===== src/rtl/vape_pkg.sv =====
// Shared types for the multi-region VAPE atomicity monitor.
//  er_state_t : per-region FSM state encoding
//  er_pos_t   : where the current PC sits relative to one region
//  er_decode  : classifies a PC against a region's [lo, hi] bounds
package vape_pkg;

  typedef enum logic [2:0] {
    NOT_RC  = 3'd0,
    FST_RC  = 3'd1,
    LAST_RC = 3'd2,
    MID_RC  = 3'd3,
    KILL    = 3'd4
  } er_state_t;

  typedef struct packed {
    logic first;
    logic mid;
    logic last;
    logic out;
  } er_pos_t;

  function automatic er_pos_t er_decode(input logic [15:0] pc_val,
                                        input logic [15:0] er_lo,
                                        input logic [15:0] er_hi);
    er_pos_t p;
    p.first = (pc_val == er_lo);
    p.last  = (pc_val == er_hi);
    p.mid   = (pc_val > er_lo) && (pc_val < er_hi);
    p.out   = (pc_val < er_lo) || (pc_val > er_hi);
    return p;
  endfunction

endpackage


===== src/rtl/vape_er_fsm.sv =====
// Atomicity FSM for a single executable region.
//  clk, reset : clock and synchronous active-high reset
//  pc, irq    : current program counter and interrupt-taken strobe
//  min, max   : region first/last address
//  exec_nxt   : next-cycle exec for this region (next state != KILL)
//  viol_evt   : this cycle is a non-KILL -> KILL transition
module vape_er_fsm
  import vape_pkg::*;
#(
  parameter logic [15:0] SMEM_BASE = 16'hA000,
  parameter logic [15:0] SMEM_SIZE = 16'h4000,
  parameter bit          ALLOW_IRQ = 1'b0
) (
  input  logic        clk,
  input  logic        reset,
  input  logic [15:0] pc,
  input  logic        irq,
  input  logic [15:0] min,
  input  logic [15:0] max,
  output logic        exec_nxt,
  output logic        viol_evt
);

  // Last secure address, computed 17 bits wide so the sum never wraps.
  localparam logic [16:0] SMEM_LAST = {1'b0, SMEM_BASE} + {1'b0, SMEM_SIZE} - 17'd1;

  er_state_t r_state;
  er_state_t w_state_next;
  er_pos_t   w_pos;
  logic      w_valid;
  logic      w_irq_kill;

  assign w_pos      = er_decode(pc, min, max);
  assign w_irq_kill = irq && !ALLOW_IRQ;
  // A region is only monitored if it is non-empty and lies wholly outside secure memory.
  assign w_valid    = (min < max) && ((max < SMEM_BASE) || ({1'b0, min} > SMEM_LAST));

  always_comb begin
    w_state_next = KILL;
    if (w_valid) begin
      unique case (r_state)
        NOT_RC: begin
          if (w_pos.out)        w_state_next = NOT_RC;
          else if (w_pos.first) w_state_next = w_irq_kill ? KILL : FST_RC;
          else                  w_state_next = KILL;
        end
        FST_RC: begin
          if (w_irq_kill)       w_state_next = KILL;
          else if (w_pos.first) w_state_next = FST_RC;
          else if (w_pos.mid)   w_state_next = MID_RC;
          else                  w_state_next = KILL;
        end
        MID_RC: begin
          if (w_irq_kill)       w_state_next = KILL;
          else if (w_pos.mid)   w_state_next = MID_RC;
          else if (w_pos.last)  w_state_next = LAST_RC;
          else                  w_state_next = KILL;
        end
        LAST_RC: begin
          // Leaving the region in the same cycle an irq is taken is a clean exit.
          if (w_pos.out)        w_state_next = NOT_RC;
          else if (w_irq_kill)  w_state_next = KILL;
          else if (w_pos.last)  w_state_next = LAST_RC;
          else                  w_state_next = KILL;
        end
        default: begin
          if (w_pos.first && !w_irq_kill) w_state_next = FST_RC;
          else                            w_state_next = KILL;
        end
      endcase
    end
  end

  always_ff @(posedge clk) begin
    if (reset) r_state <= KILL;
    else       r_state <= w_state_next;
  end

  assign exec_nxt = (w_state_next != KILL);
  assign viol_evt = (r_state != KILL) && (w_state_next == KILL);

endmodule


===== src/rtl/vape_multi_er_atomicity.sv =====
// Multi-region VAPE atomicity monitor.
//  clk, reset : clock and synchronous active-high reset
//  pc, irq    : current program counter and interrupt-taken strobe
//  er_min/max : packed region bounds, region i at [16i+15:16i]
//  exec       : per-region atomicity flag (one cycle after pc)
//  exec_all   : AND of all exec bits
//  viol_cnt   : saturating count of violation events over all regions
//  viol_stky  : set on any violation, cleared only by reset
module vape_multi_er_atomicity
  import vape_pkg::*;
#(
  parameter int          N_ER      = 2,
  parameter logic [15:0] SMEM_BASE = 16'hA000,
  parameter logic [15:0] SMEM_SIZE = 16'h4000,
  parameter bit          ALLOW_IRQ = 1'b0,
  parameter int          CNT_W     = 8
) (
  input  logic               clk,
  input  logic               reset,
  input  logic [15:0]        pc,
  input  logic               irq,
  input  logic [16*N_ER-1:0] er_min,
  input  logic [16*N_ER-1:0] er_max,
  output logic [N_ER-1:0]    exec,
  output logic               exec_all,
  output logic [CNT_W-1:0]   viol_cnt,
  output logic               viol_stky
);

  localparam logic [CNT_W-1:0] CNT_MAX = '1;

  logic [N_ER-1:0]    w_exec_nxt;
  logic [N_ER-1:0]    w_viol_evt;
  logic [3:0]         w_pop;
  logic [CNT_W+3:0]   w_cnt_sum;
  logic [CNT_W-1:0]   w_cnt_next;

  logic [N_ER-1:0]    r_exec;
  logic               r_exec_all;
  logic [CNT_W-1:0]   r_viol_cnt;
  logic               r_viol_stky;

  for (genvar gi = 0; gi < N_ER; gi++) begin : g_er
    vape_er_fsm #(
      .SMEM_BASE (SMEM_BASE),
      .SMEM_SIZE (SMEM_SIZE),
      .ALLOW_IRQ (ALLOW_IRQ)
    ) u_fsm (
      .clk      (clk),
      .reset    (reset),
      .pc       (pc),
      .irq      (irq),
      .min      (er_min[16*gi +: 16]),
      .max      (er_max[16*gi +: 16]),
      .exec_nxt (w_exec_nxt[gi]),
      .viol_evt (w_viol_evt[gi])
    );
  end

  // Several regions can be violated in one cycle; each counts separately.
  always_comb begin
    w_pop = '0;
    for (int k = 0; k < N_ER; k++) begin
      w_pop = w_pop + {3'b000, w_viol_evt[k]};
    end
  end

  assign w_cnt_sum  = {4'b0000, r_viol_cnt} + {{CNT_W{1'b0}}, w_pop};
  assign w_cnt_next = (w_cnt_sum > {4'b0000, CNT_MAX}) ? CNT_MAX : w_cnt_sum[CNT_W-1:0];

  always_ff @(posedge clk) begin
    if (reset) begin
      r_exec      <= '0;
      r_exec_all  <= 1'b0;
      r_viol_cnt  <= '0;
      r_viol_stky <= 1'b0;
    end else begin
      r_exec      <= w_exec_nxt;
      r_exec_all  <= &w_exec_nxt;
      r_viol_cnt  <= w_cnt_next;
      r_viol_stky <= r_viol_stky | (|w_viol_evt);
    end
  end

  assign exec      = r_exec;
  assign exec_all  = r_exec_all;
  assign viol_cnt  = r_viol_cnt;
  assign viol_stky = r_viol_stky;

endmodule


===== config.mk =====
export PLATFORM = sky130hd
export DESIGN_NAME = vape_multi_er_atomicity
export DESIGN_NICKNAME = d
export VERILOG_FILES = /design/src/rtl/vape_pkg.sv /design/src/rtl/vape_er_fsm.sv /design/src/rtl/vape_multi_er_atomicity.sv
export SDC_FILE = /design/constraint.sdc
export NUM_CORES = 1
export LEC_CHECK = 0
export ABC_AREA = 1
export BUFFER_PORTS_ARGS = -buffer_cell sky130_fd_sc_hd__buf_2
export CORE_MARGIN = 4
export CORE_UTILIZATION = 24
export CTS_BUF_LIST = sky130_fd_sc_hd__clkbuf_8
export DETAILED_ROUTE_END_ITERATION = 7
export PLACE_DENSITY = 0.4
export SYNTH_ARGS = -nofsm -noshare
export SYNTH_HDL_FRONTEND = slang
export SYNTH_SLANG_ARGS = --single-unit

===== constraint.sdc =====
create_clock -name clk -period 6 [get_ports clk]
set_input_delay 0.6 -clock clk [delete_from_list [all_inputs] [get_ports clk]]
set_output_delay 0.6 -clock clk [all_outputs]
set_load 0.02 [all_outputs]

==> flow_summary_export.csv <==
group,metric,value,unit
placement,dp_hpwl,8750,um
cells_and_area,fillers,1574,
drt,wl_per_cell,11.8,um
sta,tightestPinTransition,369,ps
drt,vias_per_cell,4.35,
floorplanning,fp.dieH,127,um
critical_path,r2r.worst_path.cells,14,
critical_path,cp_cell_sequence,"buf_2 > ha_1 > nand2_1 > nor2_1 > nand4_1 > nor2_1 > nand2_1 > inv_2 > nor2_1 > nor2_2 > nand4_2 > nand2_1 > inv_1 > fa_1 > ha_1 > nand3_1 > nor3_1 > inv_1 > nor2_1 > nand2_1 > a21oi_1",
cells_and_area,syn_to_final_growth,22.0,%
synth,ys_ff_latch,18,
sta,hold_violations,0,
cells_and_area,nets,800,
grt,antenna_found_initial,0,
synth,syn_inst,523,
drt,first_pass_iters,4,
floorplanning,num_io_pins,95,
cells_and_area,stdcell_count,800,
clocking,cts_htree_levels,1,
critical_path,critPathMaxStageDelay,390,ps
critical_path,critical_path_class,"input pin to flip-flop",
critical_path,end_kind,"flip-flop",
drt,drt_iter0_drc,112,
synth,synth_common_cells,"115 x inv_1, 112 x nand2_1, 95 x ha_1",
placement,placed_cells,796,
critical_path,slowest_stage,"fa_1",
cells_and_area,multi_input_area,2590,um^2
drt,routed_wl,9420,um
critical_path,required,6130,ps
clocking,postCtsResizedCells,0,
pwr,power.total,417,uW
grt,grt_pass1_wl,15900,um
clocking,cts_root_buffer,"clkbuf_8",
clocking,cts_max_path_buffers,2,
grt,overflow,0,
sta,max_freq,298,MHz
synth,synth_most_common_cell,"inv_1",
cells_and_area,ff_latch_area,360,um^2
sta,finalSetupTns,0,ps
synth,yosysUniqueCellTypes,30,
critical_path,crit_buf_inv,4,
worst_hold_path,whs_path_depth,1,
synth,synth-edff-count,0,
synth,syn_area_per_cell,6.50,um^2
grt,track_usage,11.7,%
drt,routed-via-count,3481,
synth,yosys_warnings,0,
clocking,cts_buffers,3,
pwr,power_density,100,nW/um^2
critical_path,r2r_setup_slack,3530,ps
synth,ys_seq_area_share,10.6,%
critical_path,cp.depth,21,
floorplanning,die_x,127,um
critical_path,cpLargestDelayFamily,"simple AND/OR/NAND/NOR gates",
clocking,clock_sinks,18,
grt,grt_start_max_net_pins,15,
synth,syn_area,3400,um^2
sta,max_slew_margin,75.2,%
worst_hold_path,hold_class,"flip-flop to flip-flop",
job,cap_violations,0,
clocking,postCtsHoldBufs,0,
sta,fin_skew,0.737,ps
synth,synth_flop_cell,"dfxtp_1",
sta,rsz0062_at_grt,"false",
critical_path,crit_arrival,3480,ps
drt,antenna_left,0,
clocking,clock_latency,250,ps
floorplanning,die_area,16100,um^2
clocking,cts_tree,"done",
floorplanning,core_area,13900,um^2
critical_path,start_kind,"input pin",
synth,async_flop_share,0,%
cells_and_area,num_antenna_cells,0,
clocking,post-cts-setup-buffer-count,0,
floorplanning,start_util,24.5,%
sta,fin_crit_sh,55.9,%
cells_and_area,drive_gt1_share,18.7,%
synth,syn-num-nets,702,
synth,synth.area.top_cells,"ha_1 35%, inv_1 13%, nand2_1 12%, dfxtp_1 11%, a21oi_1 7.5%",
sta,finalSetupViolations,0,
synth,yosys.area.top_type,"ha_1",
pwr,p_leak,0.00247,uW
critical_path,crit_fanout,6,
cells_and_area,final_util,29.9,%
floorplanning,rows,43,
status,outcome,"complete, no violations",
placement,numPortBuffers,94,
pwr,vdd_drop_max,0.0000600,V
sta,slew_viol_final,0,
drt,drc,0,
synth,synth_top_area_share,34.9,%
grt,grt_pass1_vias,3521,
sta,fin_crit,3360,ps
clocking,clk_pin_slew_worst_paths,70,ps
placement,gp_congestion,0.801,
[worst reg2reg max path: cells and delay by family, from the launching register on]
family | cells | cell delay, ps
buffers and inverters | 3 | 250
AO/OA/AOI/OAI | 1 | 180
flip-flops | 1 | 350
AND/OR/NAND/NOR | 8 | 1230
adder cells (fa/ha/maj) | 2 | 390
[layer usage]
metal	track usage (%)	wire [um]
met5	0	0
met4	1.20	56
met1	15.1	4490
met2	21.6	4490
met3	1.34	372
[layout make-up]
cell class,instances,area share (%)
Inverter,118,10.7
Sequential cell,18,8.69
Timing Repair Buffer,94,11.3
Clock buffer,4,1.33
Multi-Input combinational cell,386,62.5
Tap cell,180,5.43
[placed cells by master (no fill, tap or decap), types with 2 or more instances in the layout]
cell type	Yosys	routed
nor3_1	11	11
nor2_2	3	3
nand2_1	112	112
o21ai_0	16	16
a21o_1	4	4
nor2_1	40	40
nand2_2	4	4
nand4_2	3	3
ha_1	95	95
o21bai_1	3	3
buf_2	0	94
xor2_1	2	2
inv_2	3	3
inv_1	115	115
nand3_2	2	2
nand4_1	7	7
dfxtp_1	18	18
a21oi_1	51	51
clkbuf_8	0	4
o21a_1	4	4
a31oi_1	3	3
nand3_1	17	17
[path summary, 6_finish.rpt]
kind,startpoint,endpoint
setup / recovery,pc[7],viol_cnt[1]
setup reg to reg,g_er[0].u_fsm.r_state[1],viol_cnt[5]
hold reg to reg,viol_cnt[7],viol_cnt[7]
hold / removal,viol_cnt[7],viol_cnt[7]
[power by group]
| group | switching, uW | total (uW) | internal, uW |
|---|---|---|---|
| clock network | 39.4 | 97.7 | 58.2 |
| logic | 116 | 200 | 83.7 |
| registers | 0.000526 | 119 | 119 |
[cells by family after synthesis]
family	count (synthesis)	synth area share, %
AOI/OAI and AO/OA	85	13.8
and+or+nand+nor	202	26.2
DFF	18	10.6
xor gates and xnor gates	3	0.772
buffers and inverters	119	13.1
adders and majority gates	96	35.5
[through the flow]
stage | setup WS [ps] | hold slack, ps | instance area, um^2
after floorplan | 2910 | 553 | 3400
after global placement | 2420 | 513 | 4090
after detailed placement | 2340 | 487 | 4090
after CTS | 2600 | 509 | 4150
after global routing | 2300 | 542 | 4150
final | 2640 | 503 | 4150
[flip-flops by register name, summed over array words and instances (netlist names)]
name and count:
exec 2, exec_all 1, g_er.u_fsm.r_state 6, viol_cnt 8, viol_stky 1
(Power assumes the default switching activity.)
